--- src/rtl/key_pkg.sv ---
// Shared definitions for the key gesture classifier:
// FSM state encoding and default cycle thresholds for a 50 MHz clock.
package key_pkg;

    typedef enum logic [2:0] {
        IDLE   = 3'd0,
        PRESS1 = 3'd1,
        WAIT2  = 3'd2,
        PRESS2 = 3'd3,
        HOLD   = 3'd4
    } key_state_e;

    localparam int unsigned KEY_LONG_CYC   = 50_000_000;
    localparam int unsigned KEY_REPEAT_CYC = 10_000_000;
    localparam int unsigned KEY_DCLICK_CYC = 15_000_000;
    localparam int unsigned KEY_CNT_W      = 32;

endpackage

--- src/rtl/key_edge.sv ---
// Edge detector for the debounced, active-low key level.
// Ports: clk, rst_n (async active-low), key_level in;
//        fall/rise (combinational, this cycle), pressed (registered ~key_level) out.
module key_edge (
    input  logic clk,
    input  logic rst_n,
    input  logic key_level,
    output logic fall,
    output logic rise,
    output logic pressed
);

    logic prev_q, prev_d;
    logic pressed_q, pressed_d;

    always_comb begin
        prev_d    = key_level;
        pressed_d = ~key_level;
    end

    // prev resets to 0 so a key held through reset never looks like a fall.
    always_ff @(posedge clk or negedge rst_n) begin
        if (!rst_n) begin
            prev_q    <= 1'b0;
            pressed_q <= 1'b0;
        end else begin
            prev_q    <= prev_d;
            pressed_q <= pressed_d;
        end
    end

    assign fall    = prev_q & ~key_level;
    assign rise    = ~prev_q & key_level;
    assign pressed = pressed_q;

endmodule

--- src/rtl/key_event.sv ---
// Classifies key gestures into one-cycle pulses: short, double, long, repeat.
// Ports: clk, rst_n (async active-low), key_level (0 = pressed) in;
//        short_pulse, double_pulse, long_pulse, repeat_pulse, pressed out (all registered).
module key_event
    import key_pkg::*;
#(
    parameter int unsigned LONG_CYC   = KEY_LONG_CYC,
    parameter int unsigned REPEAT_CYC = KEY_REPEAT_CYC,
    parameter int unsigned DCLICK_CYC = KEY_DCLICK_CYC,
    parameter int unsigned CNT_W      = KEY_CNT_W
) (
    input  logic clk,
    input  logic rst_n,
    input  logic key_level,
    output logic short_pulse,
    output logic double_pulse,
    output logic long_pulse,
    output logic repeat_pulse,
    output logic pressed
);

    localparam logic [CNT_W-1:0] LONG_TC   = CNT_W'(LONG_CYC - 1);
    localparam logic [CNT_W-1:0] REPEAT_TC = CNT_W'(REPEAT_CYC - 1);
    localparam logic [CNT_W-1:0] DCLICK_TC = CNT_W'(DCLICK_CYC - 1);

    logic fall;
    logic rise;

    key_edge u_edge (
        .clk       (clk),
        .rst_n     (rst_n),
        .key_level (key_level),
        .fall      (fall),
        .rise      (rise),
        .pressed   (pressed)
    );

    key_state_e       state_q, state_d;
    logic [CNT_W-1:0] cnt_q, cnt_d;
    logic             short_q, short_d;
    logic             double_q, double_d;
    logic             long_q, long_d;
    logic             repeat_q, repeat_d;
    logic             rep_clr;

    // Edges are tested before terminal counts so an edge
    // landing on the timeout cycle wins and the pulse is dropped.
    always_comb begin
        state_d  = state_q;
        short_d  = 1'b0;
        double_d = 1'b0;
        long_d   = 1'b0;
        repeat_d = 1'b0;
        rep_clr  = 1'b0;
        unique case (state_q)
            IDLE: begin
                if (fall) state_d = PRESS1;
            end
            PRESS1: begin
                if (rise) begin
                    state_d = WAIT2;
                end else if (cnt_q == LONG_TC) begin
                    long_d  = 1'b1;
                    state_d = HOLD;
                end
            end
            WAIT2: begin
                if (fall) begin
                    state_d = PRESS2;
                end else if (cnt_q == DCLICK_TC) begin
                    short_d = 1'b1;
                    state_d = IDLE;
                end
            end
            PRESS2: begin
                if (rise) begin
                    double_d = 1'b1;
                    state_d  = IDLE;
                end else if (cnt_q == LONG_TC) begin
                    // First click is reported as a short press.
                    short_d = 1'b1;
                    long_d  = 1'b1;
                    state_d = HOLD;
                end
            end
            HOLD: begin
                if (rise) begin
                    state_d = IDLE;
                end else if (cnt_q == REPEAT_TC) begin
                    repeat_d = 1'b1;
                    rep_clr  = 1'b1;
                end
            end
            default: state_d = IDLE;
        endcase

        // IDLE has no terminal count, so the counter is parked
        // there to keep it from ever wrapping.
        if (state_d != state_q || rep_clr || state_q == IDLE) begin
            cnt_d = '0;
        end else begin
            cnt_d = cnt_q + CNT_W'(1);
        end
    end

    always_ff @(posedge clk or negedge rst_n) begin
        if (!rst_n) begin
            state_q  <= IDLE;
            cnt_q    <= '0;
            short_q  <= 1'b0;
            double_q <= 1'b0;
            long_q   <= 1'b0;
            repeat_q <= 1'b0;
        end else begin
            state_q  <= state_d;
            cnt_q    <= cnt_d;
            short_q  <= short_d;
            double_q <= double_d;
            long_q   <= long_d;
            repeat_q <= repeat_d;
        end
    end

    assign short_pulse  = short_q;
    assign double_pulse = double_q;
    assign long_pulse   = long_q;
    assign repeat_pulse = repeat_q;

endmodule

--- config.mk ---
export PLATFORM = sky130hd
export DESIGN_NAME = key_event
export DESIGN_NICKNAME = d
export VERILOG_FILES = /design/src/rtl/key_pkg.sv /design/src/rtl/key_edge.sv /design/src/rtl/key_event.sv
export SDC_FILE = /design/constraint.sdc
export NUM_CORES = 1
export LEC_CHECK = 0
export BUFFER_PORTS_ARGS = -buffer_cell sky130_fd_sc_hd__buf_2
export CELL_PAD_IN_SITES_DETAIL_PLACEMENT = 1
export CELL_PAD_IN_SITES_GLOBAL_PLACEMENT = 1
export CORE_MARGIN = 2
export CORE_UTILIZATION = 48
export DETAILED_ROUTE_END_ITERATION = 10
export HOLD_SLACK_MARGIN = 0.06
export PLACE_DENSITY_LB_ADDON = 0.1
export SETUP_SLACK_MARGIN = 0.1
export SLEW_MARGIN = 30
export SYNTH_ARGS = -nofsm -noshare
export SYNTH_HDL_FRONTEND = slang
export SYNTH_HIERARCHICAL = 1
export SYNTH_SLANG_ARGS = --single-unit
--- constraint.sdc ---
create_clock -name clk -period 2.6 [get_ports clk]
set_input_delay 0.52 -clock clk [delete_from_list [all_inputs] [get_ports clk]]
set_output_delay 0.52 -clock clk [all_outputs]
set_load 0.05 [all_outputs]
## Word-level counts from Yosys, hierarchy flattened

Cells that the tools add are included.

| cells by class | value |
|---|---|
| add/subtract/negate cells | 1 |
| eq/ne operators | 8 |
| muxes and demuxes | 20 |
| bitwise operators | 4 |
| reductions and logical operators | 4 |

Operators by type and width:

| operator | number |
|---|---|
| $eq 32x24->1 const B | 2 |
| $add 32x1->32 const B | 1 |
| $eq 32x26->1 const B | 1 |
| $mux 32 | 1 |
| $mux 3 | 7 |
| $pmux 3 s5 | 1 |
| $mux 1 | 10 |
| $eq 3x2->1 const B | 2 |
| $eq 3x1->1 const B | 1 |
| $eq 3x3->1 const B | 1 |
| $logic_not 3->1 | 1 |
| $ne 3x3->1 | 1 |
| $and 1x1->1 | 2 |
| $logic_or 1x1->1 | 2 |
| $not 1->1 | 2 |
| $pmux 1 s2 | 1 |
| $reduce_or 2->1 | 1 |

| word-level totals | value |
|---|---|
| register bits | 41 |
| input bits | 3 |
| output and inout bits | 5 |
| word-level logic and storage cells | 45 |

## Longest topological paths before layout

Gate-level depths: netlist (run 1).

| logic depth | value |
|---|---|
| depth in word-level cells | 8 |
| depth in mapped cells | 7 |
| gate-level depth less buffers | 6 |

## By module

The synthesis (run 1) kept the hierarchy.

By module, submodules not included:

| module | instances | cells an instance | area an instance (um^2) | sequential area each (um^2) |
|---|---|---|---|---|
| key_event | 1 | 218 | 2084.5 | 975.9 |
| key_edge | 1 | 5 | 68.8 | 50.0 |

## Worst setup path after synthesis (run 1)

OpenSTA, ideal clock, no wires.

| path | value |
|---|---|
| path type | input-to-reg |
| start | input key_level |
| end | register cnt_q[29] |
| setup time | 119 ps |
| data arrival time | 1847 ps |
| data required time | 2481 ps |
| setup slack | 634 ps |
| cell stages on the path | 7 |
| path buffers | 1 |
| cells stage by stage | and2b_2 -> nor4b_1 -> nand4_1 -> o22ai_1 -> a221o_2 -> buf_6 -> nor2_1 |

| on the way | value |
|---|---|
| longest elaborated chain between the ends | 8 |
| elaborated cells between the ends (all ways) | 15 |
| classes of those cells | eq/ne: 1; mux: 9; bitwise: 3; reduce/logical: 2 |

Ends and longest elaborated chain:

| what | RTL line | text |
|---|---|---|
| from (decl) | key_event.sv:14 | `input logic key_level,` |
| $not 1->1 | key_edge.sv:32 | `assign fall = prev_q & ~key_level;` |
| $and 1x1->1 | key_edge.sv:32 |  |
| $mux 3, on equally long branches | key_event.sv:68, key_event.sv:57 |  |
| $pmux 3 s5 | key_event.sv:55 | `unique case (state_q)` |
| $ne 3x3->1 | key_event.sv:99 | `if (state_d != state_q \|\| rep_clr \|\| state_q == IDLE) begin` |
| $logic_or 1x1->1 * (2 in a row) | key_event.sv:99 |  |
| $mux 32 * | key_event.sv:99 |  |
| named net cnt_d[29] | key_event.sv:39 | `logic [CNT_W-1:0] cnt_q, cnt_d;` |
| to (signal assigned) | key_event.sv:116 | `cnt_q <= cnt_d;` |
| to (decl) | key_event.sv:39 |  |

The timed path passes the listed nets; every way through them passes the cells marked *.

## Worst setup path in the final report (run 1)

| path | value |
|---|---|
| start | register cnt_q[26] |
| end | register cnt_q[21] |

| on the way | value |
|---|---|
| longest elaborated chain between the ends | 8 |
| elaborated cells between the ends (all ways) | 16 |
| classes of those cells | eq/ne: 4; mux: 10; reduce/logical: 2 |

Ends and longest elaborated chain:

| what | RTL line |
|---|---|
| $eq 32x26->1 / $eq 32x24->1 (equally long branches) | key_event.sv:62, key_event.sv:79, key_event.sv:70 |
| $mux 3, on equally long branches | key_event.sv:62, key_event.sv:79, key_event.sv:70 |
| $mux 3, on equally long branches | key_event.sv:76, key_event.sv:60, key_event.sv:68 |
| $pmux 3 s5 | key_event.sv:55 |
| $ne 3x3->1 | key_event.sv:99 |
| $logic_or 1x1->1 * (2 in a row) | key_event.sv:99 |
| $mux 32 * | key_event.sv:99 |
| named net cnt_d[21] | key_event.sv:39 |

Marked as above.

==> results of run 1 <==
## registers in the layout, indices dropped and copies added (netlist names)
register	cells
long_pulse	1
repeat_pulse	1
double_pulse	1
u_edge/prev_q	1
cnt_q	32
state_q	3
short_pulse	1
u_edge/pressed	1
## routing by layer
layer  vias to the layer above  wire (um)  share of wire [%]  track usage [%]
met4                         0         35               0.72             5.45
met3                         5        103                2.1             4.84
met1                       854       2250                 46             27.1
li1                        799          -                  -                -
met5                         -          0                  0                0
met2                        15       2480                 51             36.9
## layout by cell type, fill, tap and decap left out, types with 5 or more instances in the layout
cell	instances
sky130_fd_sc_hd__nand4_1	14
sky130_fd_sc_hd__dfrtp_1	41
sky130_fd_sc_hd__xnor2_1	14
sky130_fd_sc_hd__nor2_1	44
sky130_fd_sc_hd__nor3_1	5
sky130_fd_sc_hd__nand2b_1	5
sky130_fd_sc_hd__clkbuf_8	6
sky130_fd_sc_hd__xor2_1	15
sky130_fd_sc_hd__and4_1	9
sky130_fd_sc_hd__nor4_1	6
sky130_fd_sc_hd__buf_2	6
sky130_fd_sc_hd__nand2_1	9
sky130_fd_sc_hd__nand3_1	14
## final cells by class
cell class | instances | area share [%]
clock buffer | 7 | 3.71
inverter | 2 | 0.323
multi-input combinational | 171 | 45.6
sequential | 41 | 44.1
tap | 52 | 2.80
timing repair buffer | 11 | 3.44
## critical path, cell delays in order (launching register included)
cell and delay (ns):
sky130_fd_sc_hd__dfrtp_1 0.43, sky130_fd_sc_hd__nor4_1 0.33, sky130_fd_sc_hd__buf_4 0.18, sky130_fd_sc_hd__nand4b_1 0.21, sky130_fd_sc_hd__nor4_4 0.36, sky130_fd_sc_hd__a221o_2 0.33
sky130_fd_sc_hd__buf_12 0.19, sky130_fd_sc_hd__nor2_1 0.07
## cell families (layout without fill, tap and decap cells)
group / after synthesis / after routing / synth area share, %
AO/OA/AOI/OAI: 8 / 8 / 2.38
XOR/XNOR: 29 / 29 / 11.8
adder cells (fa/ha/maj): 1 / 1 / 0.581
buffers and inverters: 11 / 20 / 3.02
flip-flops: 41 / 41 / 47.6
AND/OR/NAND/NOR: 133 / 133 / 34.6
## power breakdown
part | internal, uW | leakage (uW) | total, uW | switching [uW]
clock network | 211 | 0.0000443 | 417 | 207
logic | 67.9 | 0.000354 | 174 | 106
registers | 665 | 0.000563 | 705 | 39.5
total | 944 | 0.000961 | 1300 | 353
## stage by stage
step / power (uW) / instance area (um^2) / util (%) / setup slack, ns
floorplan: 846 / 2150 / - / 0.634
global placement: 880 / 2240 / 51.8 / 0.279
detailed placement: 893 / 2240 / 51.8 / 0.114
CTS: 1310 / 2320 / 53.8 / 0.363
global route: 1360 / 2330 / 53.8 / 0.154
finish: 1300 / 2330 / 53.8 / 0.362
## worst max-delay path by stage
stage,slack [ns],depth (start not counted),end
detailed placement,0.11,8,cnt_q[31]
CTS,0.36,7,cnt_q[31]
floorplan,0.63,7,cnt_q[29]
finish,0.36,7,cnt_q[21]
global route,0.15,7,cnt_q[31]
global placement,0.28,8,cnt_q[31]
## synthesized netlist by cell type
library cell	n	area [um^2]
sky130_fd_sc_hd__nor2_1	44	165
sky130_fd_sc_hd__dfrtp_1	41	1030
sky130_fd_sc_hd__xor2_1	15	131
sky130_fd_sc_hd__nand3_1	14	70.1
sky130_fd_sc_hd__nand4_1	14	87.6
sky130_fd_sc_hd__xnor2_1	14	123
sky130_fd_sc_hd__and4_1	9	78.8
sky130_fd_sc_hd__nand2_1	9	33.8
sky130_fd_sc_hd__nor4_1	6	37.5
sky130_fd_sc_hd__clkbuf_1	5	18.8
sky130_fd_sc_hd__nand2b_1	5	31.3
sky130_fd_sc_hd__nor3_1	5	25.0
sky130_fd_sc_hd__a21oi_1	4	20.0
sky130_fd_sc_hd__and2_1	4	25.0
sky130_fd_sc_hd__and3_1	3	18.8
sky130_fd_sc_hd__buf_6	3	33.8
sky130_fd_sc_hd__nand3b_1	3	22.5
sky130_fd_sc_hd__inv_1	2	7.51
sky130_fd_sc_hd__nand4b_1	2	17.5
sky130_fd_sc_hd__nor2b_1	2	12.5
sky130_fd_sc_hd__nor4b_1	2	17.5
sky130_fd_sc_hd__or4_1	2	15.0
sky130_fd_sc_hd__a221o_2	1	11.3
sky130_fd_sc_hd__a31oi_1	1	6.26
sky130_fd_sc_hd__and2b_2	1	8.76
sky130_fd_sc_hd__buf_2	1	5.00
sky130_fd_sc_hd__ha_1	1	12.5
sky130_fd_sc_hd__nor3b_1	1	7.51
sky130_fd_sc_hd__nor4_2	1	12.5
sky130_fd_sc_hd__nor4_4	1	21.3
sky130_fd_sc_hd__o22ai_1	1	6.26
sky130_fd_sc_hd__o31ai_1	1	7.51
sky130_fd_sc_hd__or2_1	1	6.26
sky130_fd_sc_hd__or2_2	1	6.26
sky130_fd_sc_hd__or3_1	1	6.26
sky130_fd_sc_hd__or3b_1	1	8.76
sky130_fd_sc_hd__or3b_2	1	8.76
==> reports/summary.md, run 1 <==
The flow ran to the end, and the final reports show no timing, DRC or antenna violations. Die outline area: 5040 um^2. The worst-case IR drop observed on VDD is 354 uV. In this run the worst setup path begins at cnt_q[26].

The area taken by flip-flops and latches came out at 1030 um^2. The congestion estimate from routability-driven global placement came to 0.820. Summing every instance area after synthesis gives 2150 um^2. Category of the critical setup timing path: flop to flop.

The analysis attributes to cell leakage a power of 0.000961 uW. For this configuration, the core starts out at a cell density of 49.8%. Clock tree synthesis inserted a total of 5 buffers. Count of synthesis-stage warnings from yosys: 6. For the pin with the worst max-slew slack, the measured transition is 0.537 ns. The worst setup path is launched from a flop. The run gives 277 as the post-placement cell count. Summed over all failing endpoints, the final setup total negative slack is 0 ns. Number of endpoints failing setup at the final stage: 0.

After detailed routing, the number of vias per cell comes to 5.89. The number of nets handed over by synthesis was 227. Once detail routing completed, the nets flagged for antenna violations numbered 0. The reg2reg setup slack came out at 0.36 ns. In this run the number of H-tree levels came out at 2.

The share of the Yosys chip area taken by registers is 47.6%. After detailed routing, the number of remaining DRC violations is 0. The tools report the hold violation total from the final report as 0.

Clock root buffer master: sky130_fd_sc_hd__clkbuf_8. Number of non-filler instances in the completed layout: 284. In the final routed layout, each cell accounts on average for 17.1 um. The run gives 8 as the boundary pin count. Detailed placement finished with a half-perimeter wire length of 3.45 mm.

The end of the worst register-to-register path is cnt_q[21]. Data on the critical path is required at its endpoint by 2.77 ns. Buffers added to address setup during post-CTS repair amount to 0.

Final hold analysis gives a worst-case slack of 0.206 ns. The number of fill cells came out at 497. The clock edge transition at the registers on the reported setup and hold paths came out at 0.08 ns.

The total overflow left after global routing is 0. The final max-slew violation count is 0, and the worst setup skew after layout is 0.00662 ns. The kind of end point of the critical path is a flop. Power per unit of standard cell area: 557 nW/um^2. The floorplan has 24 rows. The worst path in the final design needs a cycle of 2.24 ns, including I/O delays and setup. For the worst slew margin relative to its limit, the log shows 64.1%. Port buffering added 7 buffers. Start of the worst register-to-register path: cnt_q[26]. Number of max-cap violations: 0.

The via count of the first global-routing pass came out at 1795. A synthesized cell averages 9.66 um^2. The source-to-sink clock delay at the later pin of the worst-skew pair is 0.29 ns.

Summing all multi-input logic gate instances after layout gives 1060 um^2. The biggest fanout along the worst timing path is 25. The die is 71.0 um wide. Counting cells, the worst reg-to-reg path comes to 7. Setup repair after global routing left no endpoint under its margin. The first global-routing pass estimated 8.44 mm of wire. The cts-stage hold buffer count is 0, and the fraction of the cycle the final worst path needs is 86.1%. The die is 71.0 um tall. In the final design database the tool counted 236 nets. The tools report the overall via count from detail_route as 1673. In the final layout, the share of cells above drive strength 1 is 9.91%.

The run gives 0 as the diode insertion count for antenna repair. The worst hold path belongs to the class input pin to async pin. After floorplanning, the core was sized to cover 4320 um^2. The detailed-router iteration count before antenna repair is 4. For this block, the initial DRC count from the detailed router was 63. The number of instances in the synthesized netlist was 223; the worst-case clock buffer depth was 2. The tools report the sink count of the clock tree as 41. Timing would allow up to 447 MHz. The number of antenna violations at the first check in global routing was 0; the largest net degree at the start of global routing was 42. The logs give 2.41 ns for the data arrival time at the worst-slack endpoint and 21.3% for the combined global-route utilization of all metal layers. TritonCTS built the clock tree.

The synthesized design contains 41 register bits. The final layout contains routed wiring with a total length of 4.87 mm. After synthesis, the netlist uses 37 different library cells. The post-CTS resize count is 0, and the layout-stage area growth over the synthesis result is 8.08%.
Power figures use the tool's default switching activity.
==> inputs of run 2 (changes only) <==
--- a/config.mk
+++ b/config.mk
@@ -8,11 +8,12 @@
 export BUFFER_PORTS_ARGS = -buffer_cell sky130_fd_sc_hd__buf_2
 export CELL_PAD_IN_SITES_DETAIL_PLACEMENT = 1
 export CELL_PAD_IN_SITES_GLOBAL_PLACEMENT = 1
-export CORE_MARGIN = 2
 export CORE_UTILIZATION = 48
 export DETAILED_ROUTE_END_ITERATION = 10
 export HOLD_SLACK_MARGIN = 0.06
+export MAX_ROUTING_LAYER = met4
 export PLACE_DENSITY_LB_ADDON = 0.1
+export REMOVE_ABC_BUFFERS = 1
 export SETUP_SLACK_MARGIN = 0.1
 export SLEW_MARGIN = 30
 export SYNTH_ARGS = -nofsm -noshare
==> run 2 against run 1 <==
  * Sequential power is 0.6% lower
  * First-iteration DRC count rose by 24%
  * Die area down 5.6%
  * Critical path depth decreased by 1
  * Critical path type unchanged
  * Critical endpoint is now cnt_q[26]
  * Highest routed layer unchanged
==> reports/summary.md, run 2 (synthesis gave the netlist of run 1 again) <==
The flow ran to the end, and the final reports show no timing, DRC or antenna violations. For the detailed-router iteration count before antenna repair, the log shows 4 (unchanged). The worst setup path is captured at a flop. The global-route wire length before repair came out at 7.98 mm (-5.4%).

End of the worst register-to-register path: cnt_q[26]. Minimum clock period: 2.30 ns (+0.0632 ns). Start of the worst register-to-register path: cnt_q[26]. The boundary pin count was 8 (unchanged). The routed length per instance is 16.4 um (-4.0%). The clock edge transition at the registers on the reported setup and hold paths works out to 0.08 ns (about the same). For the setup TNS, the log shows 0 ns (unchanged). Category of the critical setup timing path: flop to flop.

The number of antenna violations at the first check in global routing came out at 0 (unchanged). The path class of the tightest hold or removal check is input pin to async pin. Biggest fanout along the worst timing path: 21 (-16%). Cts-stage hold buffer count: 0 (unchanged). Leaving out fill and tap cells, the most frequent cell in the layout is sky130_fd_sc_hd__nor2_1.

The number of max-cap violations is 0 (unchanged), and the number of port buffers is 7 (unchanged). The source-to-sink clock delay at the later pin of the worst-skew pair came out at 0.30 ns (about the same). The ratio of cells with drive above 1 in the final layout is 10.7% (+0.82 points). The worst slew margin relative to its limit was 64.6% (+0.46 points). The largest net degree at the start of global routing is 42 (unchanged), and the number of nets still failing antenna checks after routing is 0 (unchanged).

For the overall via count from detail_route, the log shows 1662 (-0.66%). Post-CTS setup buffer count: 0 (unchanged). The power per unit of standard cell area is 555 nW/um^2 (-0.38%). The width of the die works out to 69.0 um (-2.8%). The remaining routing DRC violations is 0 (unchanged).

The library cells used most frequently in the layout, excluding fill and tap cells, are sky130_fd_sc_hd__nor2_1, sky130_fd_sc_hd__dfrtp_1, sky130_fd_sc_hd__xor2_1. The run gives 2.48 ns (+0.07 ns) as the data arrival time at the worst-slack endpoint. CTS placed an instance of sky130_fd_sc_hd__clkbuf_8 at the clock tree root.

The top achievable clock speed was 435 MHz (-2.7%); the fraction of the cycle the final worst path needs was 88.5% (+2.4 points). For the final HPWL from detailed placement, the log shows 3.36 mm (-2.7%). The average vias per placed instance works out to 5.87 (-0.31%). The sink count of the clock tree is 41 (unchanged), and the maximum ir drop on the vdd rail is 371 uV (+4.9%). Setup repair after global routing left no endpoint under its margin. The final design instance area without fill is 2310 um^2 (-0.64%), and the diode insertion count for antenna repair is 0 (unchanged). The post-placement cell count is 275 (-0.72%). The number of endpoints failing setup at the final stage is 0 (unchanged), and the number of flip-flops under the largest register name is 32 (unchanged).

The number of cell instances on the worst register-to-register path came out at 6 (-1). The register ranked first by flip-flop count was cnt_q. The floorplan die height came out at 69.0 um (-2.8%). The run gives 0.815 (-0.69%) as the weighted congestion at the end of routability-driven global placement.

Required time of the worst setup path: 2.78 ns (about the same). The layout-stage area growth over the synthesis result is 7.38%. The total clock buffers created by CTS came out at 5 (unchanged). Walking the worst path, the cells encountered are nor4_1 > nand4b_1 > nor4_4 > a221o_2 > buf_4 > nor2_1.

The logs give 2 (unchanged) for the maximum level of the CTS H-tree and 2 (unchanged) for the worst-case clock buffer depth. The core footprint is 4140 um^2 (-4.2%). For the total number of nets in the final design, the log shows 236 (unchanged). The sum of overflow across all layers after global routing is 0 (unchanged). The tools report the worst hold slack as 0.176 ns (-0.0298 ns). The worst setup skew after layout was 0.0105 ns (+0.00393 ns). The overall routed net length is 4.66 mm (-4.4%), and the die outline area is 4760 um^2 (-5.6%). The starting density of the core was 52.0% (+2.2 points). In the final layout, the registers with the most flip-flops are cnt_q (32), state_q (3).

The combined global-route utilization of all metal layers was 24.3% (+3.0 points). For the count of routing violations after the opening detailed-route iteration, the log shows 78 (+24%). The startpoint type of the worst setup path was a flop. The via count of the first global-routing pass is 1662 (-7.4%).

The number of core rows is 23 (-4.2%), and the leakage power is 0.000955 uW (-0.64%). The run gives 2220 um^2 (-0.67%) as the placed instance area. The post-CTS resize count came out at 0 (unchanged). The run gives 0 (unchanged) as the hold violation total from the final report. Final max-slew violation count: 0 (unchanged).

The number of non-filler instances in the completed layout was 283 (-0.35%); the worst stage delay on the critical path was 0.49 ns (+0.06 ns). The reg2reg setup slack was 0.30 ns (-0.06 ns). The cell type of the slowest stage on the worst timing path is sky130_fd_sc_hd__nor4_1. The measured slew at the worst slew-check pin came out at 0.524 ns (-0.0127 ns). TritonCTS built the clock tree.
[run 2: changes by cell type in the layout (fill, tap and decap cells not counted), sizes merged]
cell and change:
clkbuf -2, clkinv +2, clkinvlp +1
[run 2: area by class of cell]
| cell class | instances | area [um^2] |
|---|---|---|
| fill | 490 | 1830 |
| multi-input combinational | 171 | 1060 |
| sequential | 41 | 1030 |
| clock buffer | 5 | 68.8 |
| timing repair buffer | 11 | 67.6 |
| tap | 50 | 62.6 |
| clock inverter | 3 | 17.5 |
| inverter | 2 | 7.51 |
[run 2: layer usage]
layer	GRT usage, %	up-vias	wire, um
met5	-	-	0
met4	10.5	0	91
met3	5.59	9	113
met2	38.1	21	2230
met1	29.8	829	2220
li1	-	803	-
[run 2: how the worst max path moves through the flow]
stage / startpoint / end / slack (ns) / depth (start not counted)
final: cnt_q[26] / cnt_q[26] / 0.30 / 6
after global routing: cnt_q[27] / cnt_q[26] / 0.11 / 6
after CTS: cnt_q[26] / cnt_q[26] / 0.31 / 6
after detailed placement: key_level / cnt_q[26] / 0.14 / 8
after global placement: key_level / cnt_q[22] / 0.34 / 8
after floorplan: key_level / cnt_q[10] / 0.50 / 6
[run 2: metrics by stage]
step | power (uW) | setup WS [ns] | util [%]
after floorplan | 811 | 0.501 | -
after global placement | 872 | 0.339 | 53.7
final | 1280 | 0.299 | 55.8
after CTS | 1310 | 0.309 | 55.7
after global routing | 1350 | 0.109 | 55.8
after detailed placement | 888 | 0.139 | 53.7
[run 2: worst max-delay path: cells and delay by family, from the launching register on]
family	cells	cell delay, ns
compound gates	1	0.23
flops	1	0.43
simple gates	4	1.27
buf+inv	1	0.25
[run 2: report_power, final]
part	total, uW	leakage (uW)	switching (uW)	internal, uW
Clock	412	0.0000439	227	185
Combinational	170	0.000348	107	62.2
Sequential	701	0.000563	36.2	665
